## config.mk

```make
export PLATFORM = sky130hd
export DESIGN_NAME = ram_dp_param
export DESIGN_NICKNAME = d
export VERILOG_FILES = /design/src/rtl/ram_pkg.sv /design/src/rtl/ram_rd_pipe.sv /design/src/rtl/ram_dp_param.sv
export SDC_FILE = /design/constraint.sdc
export NUM_CORES = 1
export LEC_CHECK = 0
export BUFFER_PORTS_ARGS = -buffer_cell sky130_fd_sc_hd__buf_4
export CAP_MARGIN = 20
export CORE_AREA = 2 2 108 162
export DETAILED_ROUTE_END_ITERATION = 8
export DIE_AREA = 0 0 110 164
export GPL_TIMING_DRIVEN = 0
export SLEW_MARGIN = 10
export SYNTH_ARGS = -nofsm -noshare
export SYNTH_HDL_FRONTEND = slang
export SYNTH_HIERARCHICAL = 1
export SYNTH_SLANG_ARGS = --single-unit
```

## constraint.sdc

```tcl
create_clock -name clk -period 2.6 [get_ports clk]
set_input_delay 0.13 -clock clk [delete_from_list [all_inputs] [get_ports clk]]
set_output_delay 0.13 -clock clk [all_outputs]
set_load 0.02 [all_outputs]
```

## src/rtl/ram_pkg.sv

```systemverilog
// Shared types and helpers for the parametrised dual-port RAM family.
// be_merge is used by the array write path and by the write-first collision bypass.
package ram_pkg;

  typedef enum logic {
    WRITE_FIRST = 1'b0,
    READ_FIRST  = 1'b1
  } coll_mode_e;

  localparam int MAX_RD_LAT = 3;
  localparam int MAX_DATA_W = 256;
  localparam int MAX_BE_W   = MAX_DATA_W / 8;

  // Bytes not enabled keep the old value only if the entry was already initialised.
  function automatic logic [MAX_DATA_W-1:0] be_merge(
    input logic [MAX_DATA_W-1:0] old_word,
    input logic [MAX_DATA_W-1:0] new_word,
    input logic [MAX_BE_W-1:0]   be,
    input logic                  init
  );
    logic [MAX_DATA_W-1:0] res;
    res = '0;
    for (int i = 0; i < MAX_BE_W; i++) begin
      if (be[i])
        res[8*i +: 8] = new_word[8*i +: 8];
      else if (init)
        res[8*i +: 8] = old_word[8*i +: 8];
    end
    return res;
  endfunction

endpackage

```

## src/rtl/ram_rd_pipe.sv

```systemverilog
// Read-result delay line: RD_LAT register stages carrying {valid, data, uninit, err}.
// Data only advances with a valid beat, so the final stage holds the last returned word.
module ram_rd_pipe
  import ram_pkg::*;
#(
  parameter int DATA_W = 8,
  parameter int RD_LAT = 1
) (
  input  logic              clk,
  input  logic              rst,
  input  logic              s0_valid,
  input  logic [DATA_W-1:0] s0_data,
  input  logic              s0_uninit,
  input  logic              s0_err,
  output logic              rd_valid,
  output logic [DATA_W-1:0] rd_data,
  output logic              rd_uninit,
  output logic              rd_err
);

  logic              v_q [RD_LAT];
  logic [DATA_W-1:0] d_q [RD_LAT];
  logic              u_q [RD_LAT];
  logic              e_q [RD_LAT];

  always_ff @(posedge clk or negedge rst) begin
    if (!rst) begin
      for (int k = 0; k < RD_LAT; k++) begin
        v_q[k] <= 1'b0;
        d_q[k] <= '0;
        u_q[k] <= 1'b0;
        e_q[k] <= 1'b0;
      end
    end else begin
      v_q[0] <= s0_valid;
      u_q[0] <= s0_valid & s0_uninit;
      e_q[0] <= s0_valid & s0_err;
      if (s0_valid)
        d_q[0] <= s0_data;
      for (int k = 1; k < RD_LAT; k++) begin
        v_q[k] <= v_q[k-1];
        u_q[k] <= u_q[k-1];
        e_q[k] <= e_q[k-1];
        if (v_q[k-1])
          d_q[k] <= d_q[k-1];
      end
    end
  end

  assign rd_valid  = v_q[RD_LAT-1];
  assign rd_data   = d_q[RD_LAT-1];
  assign rd_uninit = u_q[RD_LAT-1];
  assign rd_err    = e_q[RD_LAT-1];

endmodule

```

## src/rtl/ram_dp_param.sv

```systemverilog
// Simple dual-port synchronous RAM with byte enables, init tracking, range errors
// and a selectable same-address read/write collision mode.
module ram_dp_param
  import ram_pkg::*;
#(
  parameter int         DATA_W    = 8,
  parameter int         ADDR_W    = 4,
  parameter int         DEPTH     = 16,
  parameter int         RD_LAT    = 1,
  parameter coll_mode_e COLL_MODE = WRITE_FIRST,
  localparam int        BE_W      = DATA_W / 8
) (
  input  logic              clk,
  input  logic              rst,
  input  logic              wr_enb,
  input  logic [ADDR_W-1:0] wr_addr,
  input  logic [DATA_W-1:0] wr_data,
  input  logic [BE_W-1:0]   wr_be,
  input  logic              rd_enb,
  input  logic [ADDR_W-1:0] rd_addr,
  output logic [DATA_W-1:0] rd_data,
  output logic              rd_valid,
  output logic              rd_uninit,
  output logic              rd_err,
  output logic              wr_err
);

  if (DATA_W % 8 != 0 || DATA_W < 8 || DATA_W > MAX_DATA_W) begin : g_bad_data_w
    $fatal(1, "ram_dp_param: DATA_W must be a non-zero multiple of 8");
  end
  if (RD_LAT < 1 || RD_LAT > MAX_RD_LAT) begin : g_bad_rd_lat
    $fatal(1, "ram_dp_param: RD_LAT must be within 1..3");
  end
  if (DEPTH < 2 || DEPTH > (1 << ADDR_W)) begin : g_bad_depth
    $fatal(1, "ram_dp_param: DEPTH must be within 2..2**ADDR_W");
  end

  localparam logic [ADDR_W:0] DEPTH_LIM = (ADDR_W + 1)'(DEPTH);

  logic [DATA_W-1:0] mem [DEPTH];
  logic [DEPTH-1:0]  init_q;

  logic              wr_in_range;
  logic              wr_ok;
  logic [DATA_W-1:0] wr_merged;
  logic              rd_in_range;
  logic              coll;

  logic              s0_valid;
  logic [DATA_W-1:0] s0_data;
  logic              s0_uninit;
  logic              s0_err;

  assign wr_in_range = {1'b0, wr_addr} < DEPTH_LIM;
  assign rd_in_range = {1'b0, rd_addr} < DEPTH_LIM;
  assign wr_ok       = wr_enb && wr_in_range && (|wr_be);
  assign coll        = wr_ok && rd_enb && (wr_addr == rd_addr);

  assign wr_merged = DATA_W'(be_merge(MAX_DATA_W'(mem[wr_addr]), MAX_DATA_W'(wr_data),
                                      MAX_BE_W'(wr_be), init_q[wr_addr]));

  // Array contents survive reset; only the init bitmap decides what is readable.
  always_ff @(posedge clk) begin
    if (wr_ok)
      mem[wr_addr] <= wr_merged;
  end

  always_ff @(posedge clk or negedge rst) begin
    if (!rst) begin
      init_q <= '0;
      wr_err <= 1'b0;
    end else begin
      wr_err <= wr_enb && !wr_in_range;
      if (wr_ok)
        init_q[wr_addr] <= 1'b1;
    end
  end

  // Write-first collisions bypass the array with the merged word; the post-write
  // init bit is always 1 there because wr_ok requires a non-zero byte enable.
  always_comb begin
    s0_valid  = rd_enb;
    s0_data   = '0;
    s0_uninit = 1'b0;
    s0_err    = 1'b0;
    if (!rd_in_range)
      s0_err = 1'b1;
    else if (coll && COLL_MODE == WRITE_FIRST)
      s0_data = wr_merged;
    else if (init_q[rd_addr])
      s0_data = mem[rd_addr];
    else
      s0_uninit = 1'b1;
  end

  ram_rd_pipe #(
    .DATA_W (DATA_W),
    .RD_LAT (RD_LAT)
  ) u_rd_pipe (
    .clk       (clk),
    .rst       (rst),
    .s0_valid  (s0_valid),
    .s0_data   (s0_data),
    .s0_uninit (s0_uninit),
    .s0_err    (s0_err),
    .rd_valid  (rd_valid),
    .rd_data   (rd_data),
    .rd_uninit (rd_uninit),
    .rd_err    (rd_err)
  );

  a_wr_addr_known: assert property (@(posedge clk) disable iff (!rst)
    wr_enb |-> !$isunknown(wr_addr));
  a_rd_addr_known: assert property (@(posedge clk) disable iff (!rst)
    rd_enb |-> !$isunknown(rd_addr));

endmodule

```

### Yosys cells after proc, flatten, opt, wreduce, memory -nomap -nowiden

Memory sizes are Yosys's and may differ from the RTL's.
Index checks and enable logic that the tools add are counted.

| storage, ports and cells | value |
|---|---|
| register bits after elaboration | 26 |
| latch bits | 0 |
| RAM bits | 128 |
| memory bits (read-only) | 0 |
| output and inout port bits | 12 |
| memories | 1 |

| cells by class | value |
|---|---|
| add/sub/neg operators | 0 |
| multiply operators | 0 |
| divide/modulo/power cells | 0 |
| $lt $le $gt $ge | 3 |
| eq/ne operators | 1 |
| shift-type cells | 0 |
| mux-type cells | 14 |
| bitwise gates (word level) | 2 |
| reductions and logical operators | 4 |

Memory list:

| memory | depth | width | rd ports | clocked after Yosys merged registers in | write ports | line | RTL |
|---|---|---|---|---|---|---|---|
| mem | 16 | 8 | 2 | 0 | 1 | ram_dp_param.sv:40 | `logic [DATA_W-1:0] mem [DEPTH];` |

Operator list:

| cell | count |
|---|---|
| $mux 8 | 4 |
| $or 16x16->16 | 1 |
| $lt 4x5->1 const B | 2 |
| $bmux 1 s4 | 2 |
| $mux 1 | 7 |
| $demux 1 s4 | 1 |
| $eq 4x4->1 | 1 |
| $ge 4x1->1 const B | 1 |
| $logic_and 1x1->1 | 4 |
| $and 1x1->1 | 1 |

### Longest topological paths before layout

| logic depth | value |
|---|---|
| depth in word-level cells | 5 |
| mapped depth | 8 |
| mapped depth without buffers | 5 |

### Cells and area by module

Netlist, hierarchy kept.

By module, submodules not included:

| module | times used | cells each | area each (sq um) |
|---|---|---|---|
| ram_dp_param | 1 | 378 | 6961.7 |
| ram_rd_pipe | 1 | 22 | 421.7 |

### Least setup slack after synthesis

Ideal clock, no wire load.

| path | value |
|---|---|
| path type | input port to flip-flop |
| start | input wr_addr[1] |
| end | memory mem[0][7] (data pin) |
| setup time | 0.333 ns |
| arrival | 1.667 ns |
| data required time | 2.267 ns |
| path slack | 0.599 ns |
| stages | 6 |
| path through | clkbuf_1 buf_1 mux4_2 mux4_2 inv_1 o21ai_1 |

| between the ends | value |
|---|---|
| cells in the longest elaborated chain, start to end | 4 |

RTL lines:

| item | line | RTL |
|---|---|---|
| start, declared | ram_dp_param.sv:16 | `input logic [ADDR_W-1:0] wr_addr,` |
| $bmux 1 s4 | ram_dp_param.sv:60 | `MAX_BE_W'(wr_be), init_q[wr_addr]));` |
| $mux 1 (implied by the code) | ram_dp_param.sv:60 |  |
| $mux 8 (*) | ram_pkg.sv:26 | `else if (init)` |
| $mux 8 (*) | ram_pkg.sv:24 | `if (be[i])` |
| net wr_merged[7] | ram_dp_param.sv:45 | `logic [DATA_W-1:0] wr_merged;` |
| end, declared | ram_dp_param.sv:40 |  |

The timed path passes the listed nets; every way through them passes the cells marked *. The select of a mux whose other input is x is not followed.

### Worst setup path in the final report

| path | value |
|---|---|
| start | input wr_addr[1] |
| end | memory mem[11][1] (data pin) |

The elaborated chain is that of the path after synthesis.

==> metrics <==
Post-Syn Area=around 7400 um^2; CP Launch Point=wr_addr[1]; Post-synth EDFFs=128; TritonCTS buffer count=17; number of remaining DRC errors=0; Overflow after GRT=0; gpl congestion=0.835; Psw=between 0.0015 and 0.002 W; area grow syn2layout=15.9%; Clock Tree Buf Depth=2; port bufs=25; CTS tree=built; Synth Area per Inst=18.5 um^2; CP Cell Sequence=clkbuf_1, buf_1, mux4_2, mux4_2, inv_1, o21ai_1; wirelength, routed=~19,000 um; Peak VDD IR=about 0.53 mV; Combinational Power Share=0.124; htree depth=4; RSZ-0062 raised after global routing=false; crit start category=input pin; cell family with most CP delay=buffers and inverters; via-per-instance ratio=just over 6; Final period util=0.967; fmax=about 0.4 GHz; Async S/R FF share, synth=0.174; Critical Path AT=2.59 ns; post-CTS setup buffers=0; FF-to-FF Start=init_q[3]; FILL cells=between 1k and 1.5k; static leakage=slightly below 3 nW; Seq/Total Area, Yosys=0.612; Final ANT Viol Nets=0; Yosys warnings=6; most numerous cell in the Yosys netlist=edfxtp_1; GRT Overall Usage=0.227; pre-CTS WS=-0.351 ns; Setup WS post-layout=roughly 0.085 ns; Min Clock Period, post-route=approximately 2.5 ns; Post-synth top cells=edfxtp_1, mux4_2, dfrtp_1; Syn Inst Count=400; Std-Cell Rows=slightly below 60; Worst Min Path Start=wr_data[3]; final instance area=about 8600 um^2; DRT Pass-1 Iters=6; placed cells=640; max cap viols=0; Worst-Skew Late Latency=around 0.42 ns; CP max FO=16; layout cells sized above 1=0.417; Top FF cell, synth=edfxtp_1; Cell Pwr Density=~700 nW/um^2; crit-path most repeated cell=mux4_2; sw frac=0.255; Tightest Hold Check Type=in -> reg; clk sinks=approximately 160; Ports=33; clock-pin slew on the worst setup and hold paths=about 0.07 ns; Pwr Total=0.00611 W; final hold vios=0; placed cell areas=roughly 8000 um^2; Die Y=roughly 160 um; Post-Layout Cell Count=~680; Flop pwr share=0.473; initial drt markers=just over 500; initial core utilization=0.444; max-slew violation count=0; Post-DP HPWL=13,400 um; pin slew with the least headroom to its limit=1.14 ns; post-synth top area cell=edfxtp_1; WL/cell=27.7 um; kind of critical path=in -> reg; Internal Power=0.00455 W; global-route wire length before repair=about 29,000 um; largest net degree at the start of global routing=28; WP buf/inv=3; Finished Core Util=0.515; Die Area=18,000 um^2; antenna violations before repair=0; status=complete, no violations; Slowest cell on crit path=o21ai_1; # nets final=480; Vias=~4.2k; Yosys cell types=31; relative slew slack=0.239; vias in the first global route=~4.5k; Ant. Diodes=0; clock share of power=0.403; setup violators final=0; max incr delay on CP=0.81 ns; most area-consuming cells after synthesis=edfxtp_1, mux4_2, dfrtp_1; Clock Skew=approximately 0.0090 ns; clk root buf=clkbuf_16; Std-Cell Core Area=roughly 17,000 um^2; Critical Path Sink Type=register; worst path required time=2.67 ns; Seq cells post-synth=roughly 160; top cell type's share of synthesized area=0.521; die width=110 um
-- cell usage in the layout, fill, tap and decap left out, types with 2 or more instances in the layout --
| master | count |
|---|---|
| buf_4 | 38 |
| buf_6 | 7 |
| clkinv_1 | 2 |
| mux2_4 | 9 |
| and2_1 | 2 |
| buf_2 | 7 |
| nand2b_1 | 2 |
| a22o_1 | 18 |
| o21ai_1 | 8 |
| mux4_2 | 80 |
| clkbuf_1 | 11 |
| o31ai_1 | 8 |
| nor2b_1 | 3 |
| dfrtp_1 | 27 |
| or2_2 | 16 |
| buf_1 | 4 |
| inv_1 | 7 |
| nor3_2 | 5 |
| dlygate4sd3_1 | 2 |
| nand2_1 | 10 |
| inv_8 | 3 |
| and2_2 | 2 |
| clkinv_4 | 2 |
| edfxtp_1 | 128 |
| nor2_1 | 23 |
| conb_1 | 2 |
| nand4_1 | 9 |
| nand4b_1 | 2 |
| inv_6 | 7 |
| clkbuf_16 | 17 |
| xor2_1 | 4 |
-- sequential cells by signal (all words and copies together) (netlist names) --
name and count:
init_q 16, mem 128, u_rd_pipe/rd_data 8, u_rd_pipe/rd_err 1, u_rd_pipe/rd_uninit 1, u_rd_pipe/rd_valid 1
-- final timing paths --
kind	endpoint	slack, ns	cells past startpoint
max in group asynchronous	u_rd_pipe/rd_data[5]	2.17	2
setup / recovery	mem[11][1]	0.09	6
min in group asynchronous	init_q[12]	0.16	2
setup reg to reg	mem[5][1]	0.17	4
hold reg to reg	init_q[7]	0.49	1
hold / removal	mem[5][3]	0.1	3
-- layer usage --
metal  part of all wire  global-route usage  vias up
met2               0.53               0.381      196
li1                   -                   -     1771
met1               0.38               0.292     2206
met3              0.064              0.0448       34
met4              0.025              0.0794        0
met5                  0                   0        -
-- kinds of logic after synthesis --
family | count (synthesis) | share of synthesized area
other | 1 | 0.000508
xor gates and xnor gates | 4 | 0.00474
DFF | 155 | 0.612
and+or+nand+nor | 77 | 0.0549
muxes | 90 | 0.264
AOI/OAI and AO/OA | 35 | 0.0378
buffers and inverters | 38 | 0.0261
-- final cells by class --
type,instances,area [um^2],share of cell area
flip-flops and latches,155,4520,0.528
multi-input cells,208,2700,0.315
clock buffers,17,425,0.0497
repair buffers,39,313,0.0365
well taps,210,263,0.0307
plain buffers,30,163,0.0190
clock inverters,15,151,0.0177
inverters,8,30.0,0.00351
-- power by group through the flow --
stage | Sequential [W] | Clock [W] | Combinational [W]
floorplan | 0.00295 | 0 | 0.000483
detailed placement | 0.00294 | 0 | 0.000744
finish | 0.00289 | 0.00246 | 0.000759
global placement | 0.00294 | 0 | 0.000726
global route | 0.00290 | 0.00260 | 0.000811
CTS | 0.00289 | 0.00248 | 0.000748
-- tightest hold or removal path: stages --
cell and delay, ns:
buf_4 0.09, nand2_1 0.04, o21ai_1 0.12
-- what timing repair did --
item | 4_1_cts | 5_1_grt
hold buffers | 2 | 0
hold endpoints to repair | 28 | 0
resized for setup | 0 | 0
-- metrics by stage --
step / setup TNS [ns] / hold slack (ns)
2_1_floorplan: 0 / -0.166
3_3_place_gp: -41.93 / 0.0643
3_5_place_dp: -35.08 / 0.0687
4_1_cts: 0 / 0.0964
5_1_grt: 0 / 0.109
6_report: 0 / 0.0957
Power figures use the tool's default switching activity.
